--- src/rtl/music_sequencer.sv ---
// music_sequencer
//
// Step sequencer for the music feature path. Plays a small programmable
// pattern of notes: each step sets the tone clock divisor, the octave
// up/down mode (or a rest) and the tremolo and LED enables. Steps last
// a programmable tempo, may be followed by a silent gap, and the
// pattern can loop.
//
// Ports:
//   clk, rst              clock and synchronous active-high reset
//   cfg_we/addr/data      pattern entry write: [11:0] divisor,
//                         [13:12] mode (00 plain, 01 oct down, 10 oct up,
//                         11 rest), [14] tremolo, [15] led
//   tempo                 clk cycles per step (0 behaves as 1)
//   gap                   silent clk cycles after each step
//   loop                  wrap to step 0 after the last step
//   start, stop           playback control pulses (stop has priority)
//   busy, step_idx, done  playback status; done pulses on normal completion
//   tone_clk, trem_clk    square waves to the feature block clk1 / clk2
//   octave_dena/uena, tremolo_ena, led_ena   registered per-step enables
//
// Optional build macro SEQ_SWING_EN: odd-indexed steps play
// tempo + tempo/4 cycles instead of tempo cycles.

module music_sequencer #(
  parameter int STEPS    = 8,
  parameter int TEMPO_W  = 16,
  parameter int DIV_W    = 12,
  parameter int TREM_DIV = 2047
) (
  input  logic                     clk,
  input  logic                     rst,
  input  logic                     cfg_we,
  input  logic [$clog2(STEPS)-1:0] cfg_addr,
  input  logic [15:0]              cfg_data,
  input  logic [TEMPO_W-1:0]       tempo,
  input  logic [7:0]               gap,
  input  logic                     loop,
  input  logic                     start,
  input  logic                     stop,
  output logic                     busy,
  output logic [$clog2(STEPS)-1:0] step_idx,
  output logic                     done,
  output logic                     tone_clk,
  output logic                     trem_clk,
  output logic                     octave_dena,
  output logic                     octave_uena,
  output logic                     tremolo_ena,
  output logic                     led_ena
);

  localparam int AW = $clog2(STEPS);
  localparam int TW = $clog2(TREM_DIV + 2);

  typedef enum logic [1:0] {IDLE, PLAY, GAP} state_t;

  state_t             state_reg, state_next;
  logic [15:0]        pattern_mem [STEPS];
  logic [15:0]        entry_reg;
  logic [AW-1:0]      step_reg;
  logic [TEMPO_W:0]   tempo_cnt_reg;   // counts down from step length to 1
  logic [7:0]         gap_cnt_reg;     // counts down from gap to 1
  logic [DIV_W-1:0]   tone_cnt_reg;
  logic               tone_reg;
  logic [TW-1:0]      trem_cnt_reg;
  logic               trem_reg;
  logic               done_reg;
  logic               oct_d_reg, oct_u_reg, trem_en_reg, led_reg;

  // Control decoded from the FSM
  logic               load;       // load a step (from IDLE or on advance)
  logic               finish;     // normal completion after the last step
  logic               enter_gap;
  logic               last_step;
  logic [AW-1:0]      load_idx;
  logic [15:0]        load_entry;
  logic [TEMPO_W-1:0] tempo_eff;
  logic [TEMPO_W:0]   step_len;
  logic               play_rest;
  logic [DIV_W-1:0]   tone_div;

  assign last_step = (step_reg == AW'(STEPS - 1));
  assign play_rest = (entry_reg[13:12] == 2'b11);
  assign tone_div  = entry_reg[DIV_W-1:0];

  // Next-state logic
  always_comb begin
    state_next = state_reg;
    load       = 1'b0;
    finish     = 1'b0;
    enter_gap  = 1'b0;
    case (state_reg)
      IDLE: begin
        if (start && !stop) begin
          load       = 1'b1;
          state_next = PLAY;
        end
      end
      PLAY: begin
        if (stop) begin
          state_next = IDLE;
        end else if (tempo_cnt_reg == (TEMPO_W+1)'(1)) begin
          if (gap != 8'd0) begin
            enter_gap  = 1'b1;
            state_next = GAP;
          end else if (last_step && !loop) begin
            finish     = 1'b1;
            state_next = IDLE;
          end else begin
            load       = 1'b1;
            state_next = PLAY;
          end
        end
      end
      GAP: begin
        if (stop) begin
          state_next = IDLE;
        end else if (gap_cnt_reg == 8'd1) begin
          if (last_step && !loop) begin
            finish     = 1'b1;
            state_next = IDLE;
          end else begin
            load       = 1'b1;
            state_next = PLAY;
          end
        end
      end
      default: state_next = IDLE;
    endcase
  end

  // Step to load: step 0 from IDLE, otherwise the following step
  // (wrapping after the last one when looping).
  always_comb begin
    load_idx   = '0;
    if (state_reg != IDLE && !last_step) begin
      load_idx = step_reg + 1'b1;
    end
    // Read before this cycle's write lands, so a same-cycle write to the
    // loaded entry is only heard on the next visit.
    load_entry = pattern_mem[load_idx];
    tempo_eff  = (tempo == '0) ? TEMPO_W'(1) : tempo;
`ifdef SEQ_SWING_EN
    step_len   = {1'b0, tempo_eff} +
                 (load_idx[0] ? {3'b000, tempo_eff[TEMPO_W-1:2]} : '0);
`else
    step_len   = {1'b0, tempo_eff};
`endif
  end

  always_ff @(posedge clk) begin
    if (rst) begin
      state_reg     <= IDLE;
      for (int i = 0; i < STEPS; i++) pattern_mem[i] <= '0;
      entry_reg     <= '0;
      step_reg      <= '0;
      tempo_cnt_reg <= '0;
      gap_cnt_reg   <= '0;
      tone_cnt_reg  <= '0;
      tone_reg      <= 1'b0;
      trem_cnt_reg  <= '0;
      trem_reg      <= 1'b0;
      done_reg      <= 1'b0;
      oct_d_reg     <= 1'b0;
      oct_u_reg     <= 1'b0;
      trem_en_reg   <= 1'b0;
      led_reg       <= 1'b0;
    end else begin
      if (cfg_we) pattern_mem[cfg_addr] <= cfg_data;

      state_reg <= state_next;
      done_reg  <= finish;

      if (load) begin
        step_reg      <= load_idx;
        entry_reg     <= load_entry;
        tempo_cnt_reg <= step_len;
        tone_cnt_reg  <= '0;
        tone_reg      <= 1'b0;
        oct_d_reg     <= (load_entry[13:12] == 2'b01);
        oct_u_reg     <= (load_entry[13:12] == 2'b10);
        trem_en_reg   <= load_entry[14] && (load_entry[13:12] != 2'b11);
        led_reg       <= load_entry[15] && (load_entry[13:12] != 2'b11);
      end else if (state_next != PLAY) begin
        // GAP or IDLE: silence everything
        tone_cnt_reg  <= '0;
        tone_reg      <= 1'b0;
        oct_d_reg     <= 1'b0;
        oct_u_reg     <= 1'b0;
        trem_en_reg   <= 1'b0;
        led_reg       <= 1'b0;
        if (state_next == IDLE) begin
          step_reg      <= '0;
          tempo_cnt_reg <= '0;
        end
      end else begin
        tempo_cnt_reg <= tempo_cnt_reg - 1'b1;
        // A zero divisor or a rest keeps the tone low.
        if (play_rest || tone_div == '0) begin
          tone_reg <= 1'b0;
        end else if (tone_cnt_reg == tone_div) begin
          tone_cnt_reg <= '0;
          tone_reg     <= ~tone_reg;
        end else begin
          tone_cnt_reg <= tone_cnt_reg + 1'b1;
        end
      end

      if (state_next == IDLE) begin
        gap_cnt_reg <= '0;
      end else if (enter_gap) begin
        gap_cnt_reg <= gap;
      end else if (state_reg == GAP) begin
        gap_cnt_reg <= gap_cnt_reg - 1'b1;
      end

      // Tremolo clock runs only while playing; it restarts from zero at
      // each start so its phase is fixed relative to the first step.
      if (state_reg == IDLE || state_next == IDLE) begin
        trem_cnt_reg <= '0;
        trem_reg     <= 1'b0;
      end else if (trem_cnt_reg == TW'(TREM_DIV)) begin
        trem_cnt_reg <= '0;
        trem_reg     <= ~trem_reg;
      end else begin
        trem_cnt_reg <= trem_cnt_reg + 1'b1;
      end
    end
  end

  assign busy        = (state_reg != IDLE);
  assign step_idx    = step_reg;
  assign done        = done_reg;
  assign tone_clk    = tone_reg;
  assign trem_clk    = trem_reg;
  assign octave_dena = oct_d_reg;
  assign octave_uena = oct_u_reg;
  assign tremolo_ena = trem_en_reg;
  assign led_ena     = led_reg;

endmodule

--- config.mk ---
export PLATFORM = sky130hd
export DESIGN_NAME = music_sequencer
export DESIGN_NICKNAME = d
export VERILOG_FILES = /design/src/rtl/music_sequencer.sv
export SDC_FILE = /design/constraint.sdc
export NUM_CORES = 1
export LEC_CHECK = 0
export ABC_AREA = 1
export BUFFER_PORTS_ARGS = -buffer_cell sky130_fd_sc_hd__buf_2
export CORE_ASPECT_RATIO = 0.7
export CORE_MARGIN = 8
export CORE_UTILIZATION = 50
export CTS_CLUSTER_SIZE = 16
export DETAILED_ROUTE_END_ITERATION = 16
export PLACE_DENSITY = 0.69
export SYNTH_ARGS = -nofsm -noshare
export SYNTH_HDL_FRONTEND = slang
export SYNTH_SLANG_ARGS = --single-unit
--- constraint.sdc ---
create_clock -name clk -period 2.14 [get_ports clk]
set_input_delay 0.214 -clock clk [delete_from_list [all_inputs] [get_ports clk]]
set_output_delay 0.214 -clock clk [all_outputs]
set_load 0.01 [all_outputs]
==> qor.txt <==
Status - completed
Slew headroom - 0.639
VDD IR max - 0.585 mV
Largest net degree at the start of global routing - 40
Hold Path Sink - gap_cnt_reg[7]
Asr flop ratio synth - 0
Worst Setup End Kind - register
Antenna violations before repair - 0
Final GP Congestion - 0.891
Slew Limit Fails - 0
Critical Path AT - 2460 ps
Die Span Y - 134 um
Global Route Usage Sum - 0.204
TritonCTS Buffers - 21
Most common cell after layout, fill and taps aside - nor2_1
DRT iter0 DRCs - 765
Vias in the first global route - 7556
CTS tree - done
DP HPWL - 17700 um
Share of cells above drive strength 1 - 0.196
Area growth syn-to-layout - 20.2%
Number of flip-flops in the largest register - 128
Root Buffer Master - clkbuf_16
Worst path cell trace - inv_2, ha_1, inv_1, nor2_1, nand2_1, nor2_1, nand2_2, inv_2, nand2_1, nand3_2, nand2_2, nand2_4, nand3_4, nor2_4, buf_6, nand2_1, o21ai_0
CTS H-Tree Depth - 1
Final Cycle Share - 0.953
Setup violators final - 0
Crit-path most repeated cell - nand2_1
Max_cap viols - 0
Routed length per instance - 17.3 um
Vias per cell - 5.42
FF-to-FF Start - tempo_cnt_reg[1]
ANT nets after route - 0
F_max - 0.490 GHz
Worst Skew - 8.12 ps
Hold Path Class - primary input to register
Cell Area, Synth - 9880 um^2
# DRC - 0
Hold slack - 25.3 ps
GRT overflow - 0
Gate Count Post-Synth - 1121
Leakage - 4.77 nW
Crit-path slowest cell - dfxtp_1
Cell taking the most area after synthesis - edfxtp_1
Seq cells post-synth - 203
Ranking of synthesized cells by area - edfxtp_1 (39%), dfxtp_1 (15%), nor2_1 (10%), nand2_1 (6.6%), inv_1 (3.0%)
Syn nets - 1182
Final min period - 2040 ps
R2r setup slk - 100 ps
Pwr dens - 783 nW/um^2
Critical-path maximum fanout - 5
Die Footprint - 24600 um^2
Core area - 19600 um^2
Initial Util - 0.504
Num rows - 43
Clk buf depth - 3
FF-to-FF path depth - 17
Most frequent cells in the layout - nor2_1 (266), nand2_1 (172), edfxtp_1 (128)
Syn Area/Cell - 8.81 um^2
Vias - 8250
Worst-skew pair later-pin latency - 500 ps
FF-to-FF End - tremolo_ena
Required @ worst endpoint - 2560 ps
Total Nets Final - 1299
Slew @ Worst Pin - 536 ps
Number of synthesized flops with an enable pin - 128
Inserted Diodes - 0
Fin. Hold Viols - 0
CP Launch Type - register
Post-synthesis sequential area ratio - 0.541
Hold path start - gap[7]
CTS Sinks - 203
CP max stage delay - 320 ps
Hold depth - 3
Number of I/O pins - 60
Clock Pin Slew Worst Setup and Hold Paths - 60 ps
Crit path kind - register to register
Setup TNS - 0 ps
Port bufs - 59
First-pass iteration count of the detailed router - 5
First-pass GRT wire length - 40400 um
Ys flop type - edfxtp_1
Yosys top cell area share - 0.389
Synth cell types - 43
YS warnings - 0
Drt total wl - 26300 um
Width of the die - 184 um
synth_stat cells (26+ instances only):
cell and count:
o211ai_1 26, xor2_1 26, o21ai_0 32, nor2_1 269, edfxtp_1 128, or2_2 29, inv_1 80, dfxtp_1 75
nand2_1 175, nand3_1 41, a21oi_1 29
metrics by stage:
stage | setup WS (ps) | cells | instance area (um^2) | total power, mW | util
2_1_floorplan | 190 | 1121 | 9880 | 5.26 | -
3_3_place_gp | 84.4 | 1463 | 10800 | 5.66 | 0.554
3_5_place_dp | -4.59 | 1463 | 10800 | 5.68 | 0.554
4_1_cts | 46.9 | 1505 | 11600 | 9.25 | 0.591
5_1_grt | -36.7 | 1522 | 11900 | 9.62 | 0.606
6_report | 100 | 1522 | 11900 | 9.30 | 0.606
power by group:
| group | total [mW] | internal [mW] | switching (mW) | leakage, nW |
|---|---|---|---|---|
| Sequential | 4.49 | 4.37 | 0.117 | 1.84 |
| Combinational | 1.21 | 0.481 | 0.732 | 2.60 |
| Clock | 3.60 | 2.10 | 1.50 | 0.330 |
area by class of cell:
cell class,count,area [um^2]
repair buffers,141,1110
fillers,1681,7710
clock buffers,30,609
flip-flops and latches,203,5350
multi-input cells,784,4070
inverters,87,340
clock inverters,7,65.1
well taps,270,338
kinds of logic (layout without fill, tap and decap cells):
group | after synthesis | count (layout) | share of synthesized area
AND/OR/NAND/NOR | 586 | 586 | 0.258
flip-flops | 203 | 203 | 0.541
XOR/XNOR | 47 | 47 | 0.0417
adder cells (fa/ha/maj) | 12 | 12 | 0.0152
buffers and inverters | 134 | 265 | 0.0559
AO/OA/AOI/OAI | 139 | 139 | 0.0882
worst max-delay path: cells and delay by family (launching register included):
family                   cells  cell delay (ps)
AND/OR/NAND/NOR             11             1120
buffers and inverters        4              340
flip-flops                   1              320
adder cells (fa/ha/maj)      1              140
AO/OA/AOI/OAI                1               50
worst max path at each step:
stage | from | endpoint | slack, ps | depth (start not counted)
final | tempo_cnt_reg[1] | tremolo_ena | 100 | 17
after global routing | tempo_cnt_reg[1] | led_ena | -40 | 17
after CTS | step_idx[0] | entry_reg[5] | 50 | 11
after detailed placement | step_idx[0] | entry_reg[5] | -5 | 11
after global placement | step_idx[0] | tremolo_ena | 80 | 11
after floorplan | step_idx[0] | entry_reg[3] | 190 | 11
metal layers:
layer,wire length (um),track usage,share of wire
met5,0,0,0
met4,406,0.0380,0.015
met2,11000,0.301,0.42
met3,2310,0.0351,0.088
met1,12600,0.309,0.48
repair_timing:
action,in CTS,in global routing
hold endpoints to repair,5,0
pin swaps,0,8
setup buffers,0,14
setup endpoints to repair,1,68
hold buffers,5,0
resized for setup,1,40
gates cloned,0,3
No activity file was read; power rests on OpenSTA's default activity.
